**src/rtl/store_unit.sv**
```systemverilog
// store_unit: RISC-V store path. It computes the effective address, checks alignment and funct3, then drives a byte-enabled word write and holds it until mem_ack.
// Ports: clk/rst (sync, active-high); st_valid/st_ready/st_base/st_offset/st_data/st_funct3 (request);
//        mem_we/mem_addr/mem_wdata/mem_be/mem_ack (memory write port);
//        done/err/err_cause (completion pulses); busy, store_cnt (status).
module store_unit #(
    parameter int TIMEOUT = 16,
    parameter int CNT_W   = 16
) (
    input  logic             clk,
    input  logic             rst,
    input  logic             st_valid,
    output logic             st_ready,
    input  logic [31:0]      st_base,
    input  logic [11:0]      st_offset,
    input  logic [31:0]      st_data,
    input  logic [2:0]       st_funct3,
    output logic             mem_we,
    output logic [31:0]      mem_addr,
    output logic [31:0]      mem_wdata,
    output logic [3:0]       mem_be,
    input  logic             mem_ack,
    output logic             done,
    output logic             err,
    output logic [1:0]       err_cause,
    output logic             busy,
    output logic [CNT_W-1:0] store_cnt
);
    typedef enum logic [1:0] {IDLE, WRITE, RESP, ERR} state_t;
    state_t           state_q;
    logic [7:0]       wait_q;
    logic [31:0]      addr_q, wdata_q;
    logic [3:0]       be_q;
    logic [1:0]       cause_q;
    logic [CNT_W-1:0] cnt_q;
    logic [31:0]      ea, wdata_d;
    logic [3:0]       be_d;
    logic             illegal, misaligned;
    assign ea         = st_base + {{20{st_offset[11]}}, st_offset};
    assign illegal    = st_funct3 > 3'b010;
    assign misaligned = (st_funct3 == 3'b001 && ea[0]) || (st_funct3 == 3'b010 && ea[1:0] != 2'b00);
    assign be_d       = st_funct3 == 3'b000 ? 4'b0001 << ea[1:0] :
                        st_funct3 == 3'b001 ? 4'b0011 << ea[1:0] : 4'b1111;
    assign wdata_d    = st_funct3 == 3'b000 ? {4{st_data[7:0]}} :
                        st_funct3 == 3'b001 ? {2{st_data[15:0]}} : st_data;
    always_ff @(posedge clk) begin
        if (rst) begin
            state_q <= IDLE;
            wait_q  <= '0;
            addr_q  <= '0;
            wdata_q <= '0;
            be_q    <= '0;
            cause_q <= '0;
            cnt_q   <= '0;
        end else begin
            case (state_q)
                IDLE: if (st_valid) begin
                    wait_q <= '0;
                    if (illegal || misaligned) begin
                        cause_q <= illegal ? 2'b10 : 2'b01;
                        state_q <= ERR;
                    end else begin
                        addr_q  <= {ea[31:2], 2'b00};
                        be_q    <= be_d;
                        wdata_q <= wdata_d;
                        state_q <= WRITE;
                    end
                end
                // Ack is tested first so an ack in the final allowed cycle still completes.
                WRITE: if (mem_ack) begin
                    state_q <= RESP;
                end else if (wait_q == 8'(TIMEOUT - 1)) begin
                    cause_q <= 2'b11;
                    state_q <= ERR;
                end else begin
                    wait_q <= wait_q + 8'd1;
                end
                RESP: begin
                    cnt_q   <= &cnt_q ? cnt_q : cnt_q + 1'b1;
                    state_q <= IDLE;
                end
                default: state_q <= IDLE;
            endcase
        end
    end
    assign st_ready  = state_q == IDLE;
    assign busy      = state_q != IDLE;
    assign mem_we    = state_q == WRITE;
    assign done      = state_q == RESP;
    assign err       = state_q == ERR;
    assign err_cause = err ? cause_q : 2'b00;
    assign mem_addr  = addr_q;
    assign mem_wdata = wdata_q;
    assign mem_be    = be_q;
    assign store_cnt = cnt_q;
endmodule

```
**config.mk**
```make
export PLATFORM = sky130hd
export DESIGN_NAME = store_unit
export DESIGN_NICKNAME = d
export VERILOG_FILES = /design/src/rtl/store_unit.sv
export SDC_FILE = /design/constraint.sdc
export NUM_CORES = 1
export LEC_CHECK = 0
export CORE_ASPECT_RATIO = 0.5
export CORE_MARGIN = 5
export CORE_UTILIZATION = 47
export DETAILED_ROUTE_END_ITERATION = 8
export HOLD_SLACK_MARGIN = 0.05
export PLACE_DENSITY = 0.8
export SLEW_MARGIN = 10
export SYNTH_ARGS = -nofsm -noshare
export SYNTH_HDL_FRONTEND = slang
export SYNTH_SLANG_ARGS = --single-unit
```
**constraint.sdc**
```tcl
create_clock -name clk -period 3.7 [get_ports clk]
set_clock_uncertainty 0.1 [all_clocks]
set_input_delay 0.74 -clock clk [delete_from_list [all_inputs] [get_ports clk]]
set_output_delay 0.74 -clock clk [all_outputs]
set_load 0.03 [all_outputs]
```
==> impl_summary.md <==
Drt
The count of antenna-violating nets left after detailed routing is 0. After detailed routing, the number of remaining DRC violations is 0. The per-cell via count in the routed design is 5.49.

Summed over all layers, the routed wires come to 16300 microns. The first-iteration detailed-routing DRC count is 274. The total number of vias is 5667. The first TritonRoute pass finished after 5 iterations.

Dividing the detail-routed wire length by the instance count gives 15.8 microns.

STA
The worst path uses 94.6% of the clock period. The smallest hold slack is 0.353 ns. Timing would allow up to 0.286 GHz.

The worst-case headroom to the max-slew limit is 52.4%. The measured slew at the worst slew-check pin is 0.704 ns. Counting I/O delays and the setup requirement, the final critical path takes 3.50 ns. Setup violations remaining at the end of the flow were counted as 0. The final-layout setup total negative slack is 0 ns.

The max-slew violation total from the final report came to 0. The post-route worst setup slack is 0.199 ns. The final hold violation count is 0.

Layout
The register cell area after layout is 1880 sq um. Relative to the synthesized area, the layout overhead comes to 42.8%. The leading cell type in the layout, fill and taps excluded is sky130_fd_sc_hd__clkdlybuf4s50_1. The number of fill cells is 986. The total area of multi-input combinational cells is 3430 sq um. Of the cells placed in the final design, the portion with a size suffix greater than 1 is 7.61%. The net count reported at finish is 983. The number of cells in the finished layout apart from fillers is 1032. The antenna diode instance count is 0. The design area is 7880 sq um. In the layout the commonest cells are sky130_fd_sc_hd__clkdlybuf4s50_1 (170), sky130_fd_sc_hd__nand2_1 (107), sky130_fd_sc_hd__dfxtp_1 (94). The post-layout utilization of the core is 67.7%.

Die
The floorplan step set the die width to 163 microns. The die area is 14100 sq um. The floorplan row count is 28. The initial core utilization is 47.4%. The number of placed I/O pins is 174.

The die span in y is 86.6 microns. In this run the standard cell core region covers 11600 sq um.

Global route
The initial antenna violation count is 0. The total global routing track utilization is 22.6%. The number of global-route vias before repair is 5504. The total grt overflow is 0.

The wire length of the first global-routing pass is 26500 microns. Entering global routing, the biggest net connects 61 pins.

Critical path
For this design, the slowest cell found on the critical path is sky130_fd_sc_hd__fa_1. The source of the worst register-to-register timing path is store_cnt[7]$_SDFFE_PP0P_. Across all register-to-register paths, the minimum setup slack is 1.11 ns. The depth of the worst register-to-register path is 9.

The nature of the critical path endpoint is a flop. The type of origin of the critical path is a primary input. The maximum single-stage delay on the critical path is 0.45 ns.

In this run the critical register-to-register path is captured at store_cnt[14]$_SDFFE_PP0P_. The worst setup path is of the primary input to flop kind. Traced cell by cell, the critical path runs through clkdlybuf4s50_1, ha_1, fa_1, a211oi_2, o21bai_1, or2_2, a31o_2, a21o_1, a21o_2, a21oi_1, xor2_1, o31ai_1. The data arrival at the endpoint of the critical path is 3.61 ns. Of all nets on the critical path, the largest fanout is 3. For the worst setup path, the data required time is 3.81 ns. The kind of cell with the highest combined delay on the critical path is compound AO/OA/AOI/OAI gates. The number of buffers and inverters on the critical path is 1.

Hold path
The hold path startpoint is mem_addr[3]$_SDFFE_PP0P_. The worst hold path depth is 2. For hold timing, the worst endpoint is mem_addr[3]$_SDFFE_PP0P_. The class of the tightest hold or removal check is flop to flop.

Placement
The total of buffers placed on input and output ports is 171. The post-DP HPWL is 12300 microns. The standard cell area after detailed placement is 7550 sq um. Timing analysis after detailed placement gives a worst setup slack of -0.204 ns. Including well taps, the total number of placed cells is 1016.

The final weighted congestion in routability-driven placement is 0.900.

Power and ir drop
The total power density per cell area is 358 nW/um^2. The completed layout was analyzed and its total power is 2.82 mW. Per report_power, the combinational group accounts for 27.4% of the total. The switching power summed over all nets is 0.873 mW. Internal power comes to 1.95 mW. Net switching is 30.9% of the power. Of the total power, registers draw 38.2%.

The maximum resistive drop on vdd is 230 uV. The clock share of power is 34.3%. The analysis attributes to cell leakage a power of 3.00 nW.

Clocking
In this run, post-CTS hold repair placed 0 buffers. The clock transition at the registers of the reported paths is 0.07 ns. The clock insertion delay at the later pin of the skew report is 0.34 ns. The number of buffers added by the clock tree synthesis step is 9. The cell at the root of the clock tree is sky130_fd_sc_hd__clkbuf_16.

In this run the number of H-tree levels came out at 3. The clock tree from TritonCTS is yes. Clock tree synthesis found a total of 94 sinks.

The maximum buffer depth of the clock tree is 2.

Synthesis
The average cell area after synthesis is 8.09 sq um. The post-synthesis compound-gate area fraction is 22.9%. In the synthesized netlist, the number of instances is 682.

The dominant combinational cell family by area after synthesis is compound AO/OA/AOI/OAI gates. The multiplexer share of the synthesized area is 3.27%. The number of different library cells used by synthesis comes to 63.

During synthesis, Yosys emitted a total of 0 warnings. The synthesized cell area is 5520 sq um. The synthesized netlist devotes 20.5% of its cell area to simple gates.

The register bit total from synthesis is 94. The register area share after synthesis is 34.1%. The prevailing post-synth register cell is sky130_fd_sc_hd__dfxtp_1. The fraction of registers with async set or reset after synthesis is 0%.

The post-synthesis share of cell area spent on full adders, half adders and majority gates is 8.76%. Of the total synthesized cell area, the portion taken by XOR and XNOR cells is 6.51%. The number of synthesized flops with an enable pin is 0.

Run
Across the run, the number of max-cap violations was 0.

Status
The flow ran to the end, and the final reports show no timing, DRC or antenna violations.
## sequential cells by signal, summed over array words and instances, names as in the netlist
| register | count |
|---|---|
| mem_addr | 30 |
| wait_q | 8 |
| mem_be | 4 |
| mem_wdata | 32 |
| cause_q | 2 |
| store_cnt | 16 |
| state_q | 2 |
## routing by layer
layer	up-vias	GRT usage (%)	share of wire, %
li1	2822	-	-
met1	2694	28.4	44
met2	135	40.5	50
met3	16	4.32	4.3
met4	0	5.78	1.4
met5	-	0	0
## worst register-to-register path, delay by kind of cell (launching register included)
family	cells	cell delay [ns]
compound gates	1	0.75
simple gates	6	0.85
flops	1	0.45
xor+xnor	1	0.15
buf+inv	1	0.19
## power by group through the flow
stage          Combinational, mW  Sequential [mW]  Clock, mW
2_1_floorplan              0.387             1.17          0
3_3_place_gp               0.752             1.10          0
3_5_place_dp               0.766             1.10          0
4_1_cts                    0.772             1.08      0.994
5_1_grt                    0.842             1.09       1.03
6_report                   0.774             1.08      0.969
## logic make-up after synthesis
logic type      count (synthesis)
buf+inv                        49
flops                          94
compound gates                192
xor+xnor                       41
other cells                     1
mux                            18
simple gates                  249
fa+ha+maj                      38
## synthesized netlist by cell type (all sizes together), types with 4 or more instances
cell type / instances / area [sq um]
clkbuf: 30 / 134
xnor2: 17 / 149
o21ai: 27 / 135
ha: 37 / 463
nand4: 11 / 68.8
inv: 13 / 48.8
a21o: 13 / 100
xor2: 24 / 210
or3: 6 / 37.5
o31ai: 6 / 58.8
a21oi: 70 / 350
a211oi: 16 / 120
mux2i: 18 / 180
and2: 4 / 25.0
nor3: 6 / 30.0
a311oi: 12 / 105
nand3: 21 / 105
nor2: 64 / 243
nand2: 107 / 402
and3: 11 / 71.3
buf: 6 / 33.8
o211ai: 12 / 95.1
dfxtp: 94 / 1880
a31oi: 5 / 31.3
o21bai: 8 / 60.1
## cell type report
| type | count | share of cell area [%] |
|---|---|---|
| inverters | 13 | 0.619 |
| repair buffers | 204 | 25.3 |
| clock buffers | 9 | 2.86 |
| multi-input cells | 540 | 43.6 |
| well taps | 165 | 2.62 |
| flip-flops and latches | 94 | 23.9 |
| clock inverters | 7 | 1.18 |
## worst max-delay path by stage
stage | from | endpoint | slack, ns | cells after the start
after detailed placement | st_base[0] | mem_addr[12]$_SDFFE_PP0P_ | -0.20 | 12
after global routing | st_base[0] | mem_addr[12]$_SDFFE_PP0P_ | -0.004 | 12
final | st_base[0] | mem_addr[12]$_SDFFE_PP0P_ | 0.20 | 12
after CTS | st_base[0] | mem_addr[12]$_SDFFE_PP0P_ | 0.14 | 12
after global placement | st_base[0] | mem_addr[12]$_SDFFE_PP0P_ | -0.17 | 12
after floorplan | st_base[0] | mem_addr[12]$_SDFFE_PP0P_ | 0.41 | 11
## timing repair
| action | in CTS | in global routing |
|---|---|---|
| endpoints found under the setup margin | 0 | 2 |
| buffers inserted | 0 | 0 |
| gates resized for setup | 0 | 2 |
(Power assumes the default switching activity.)
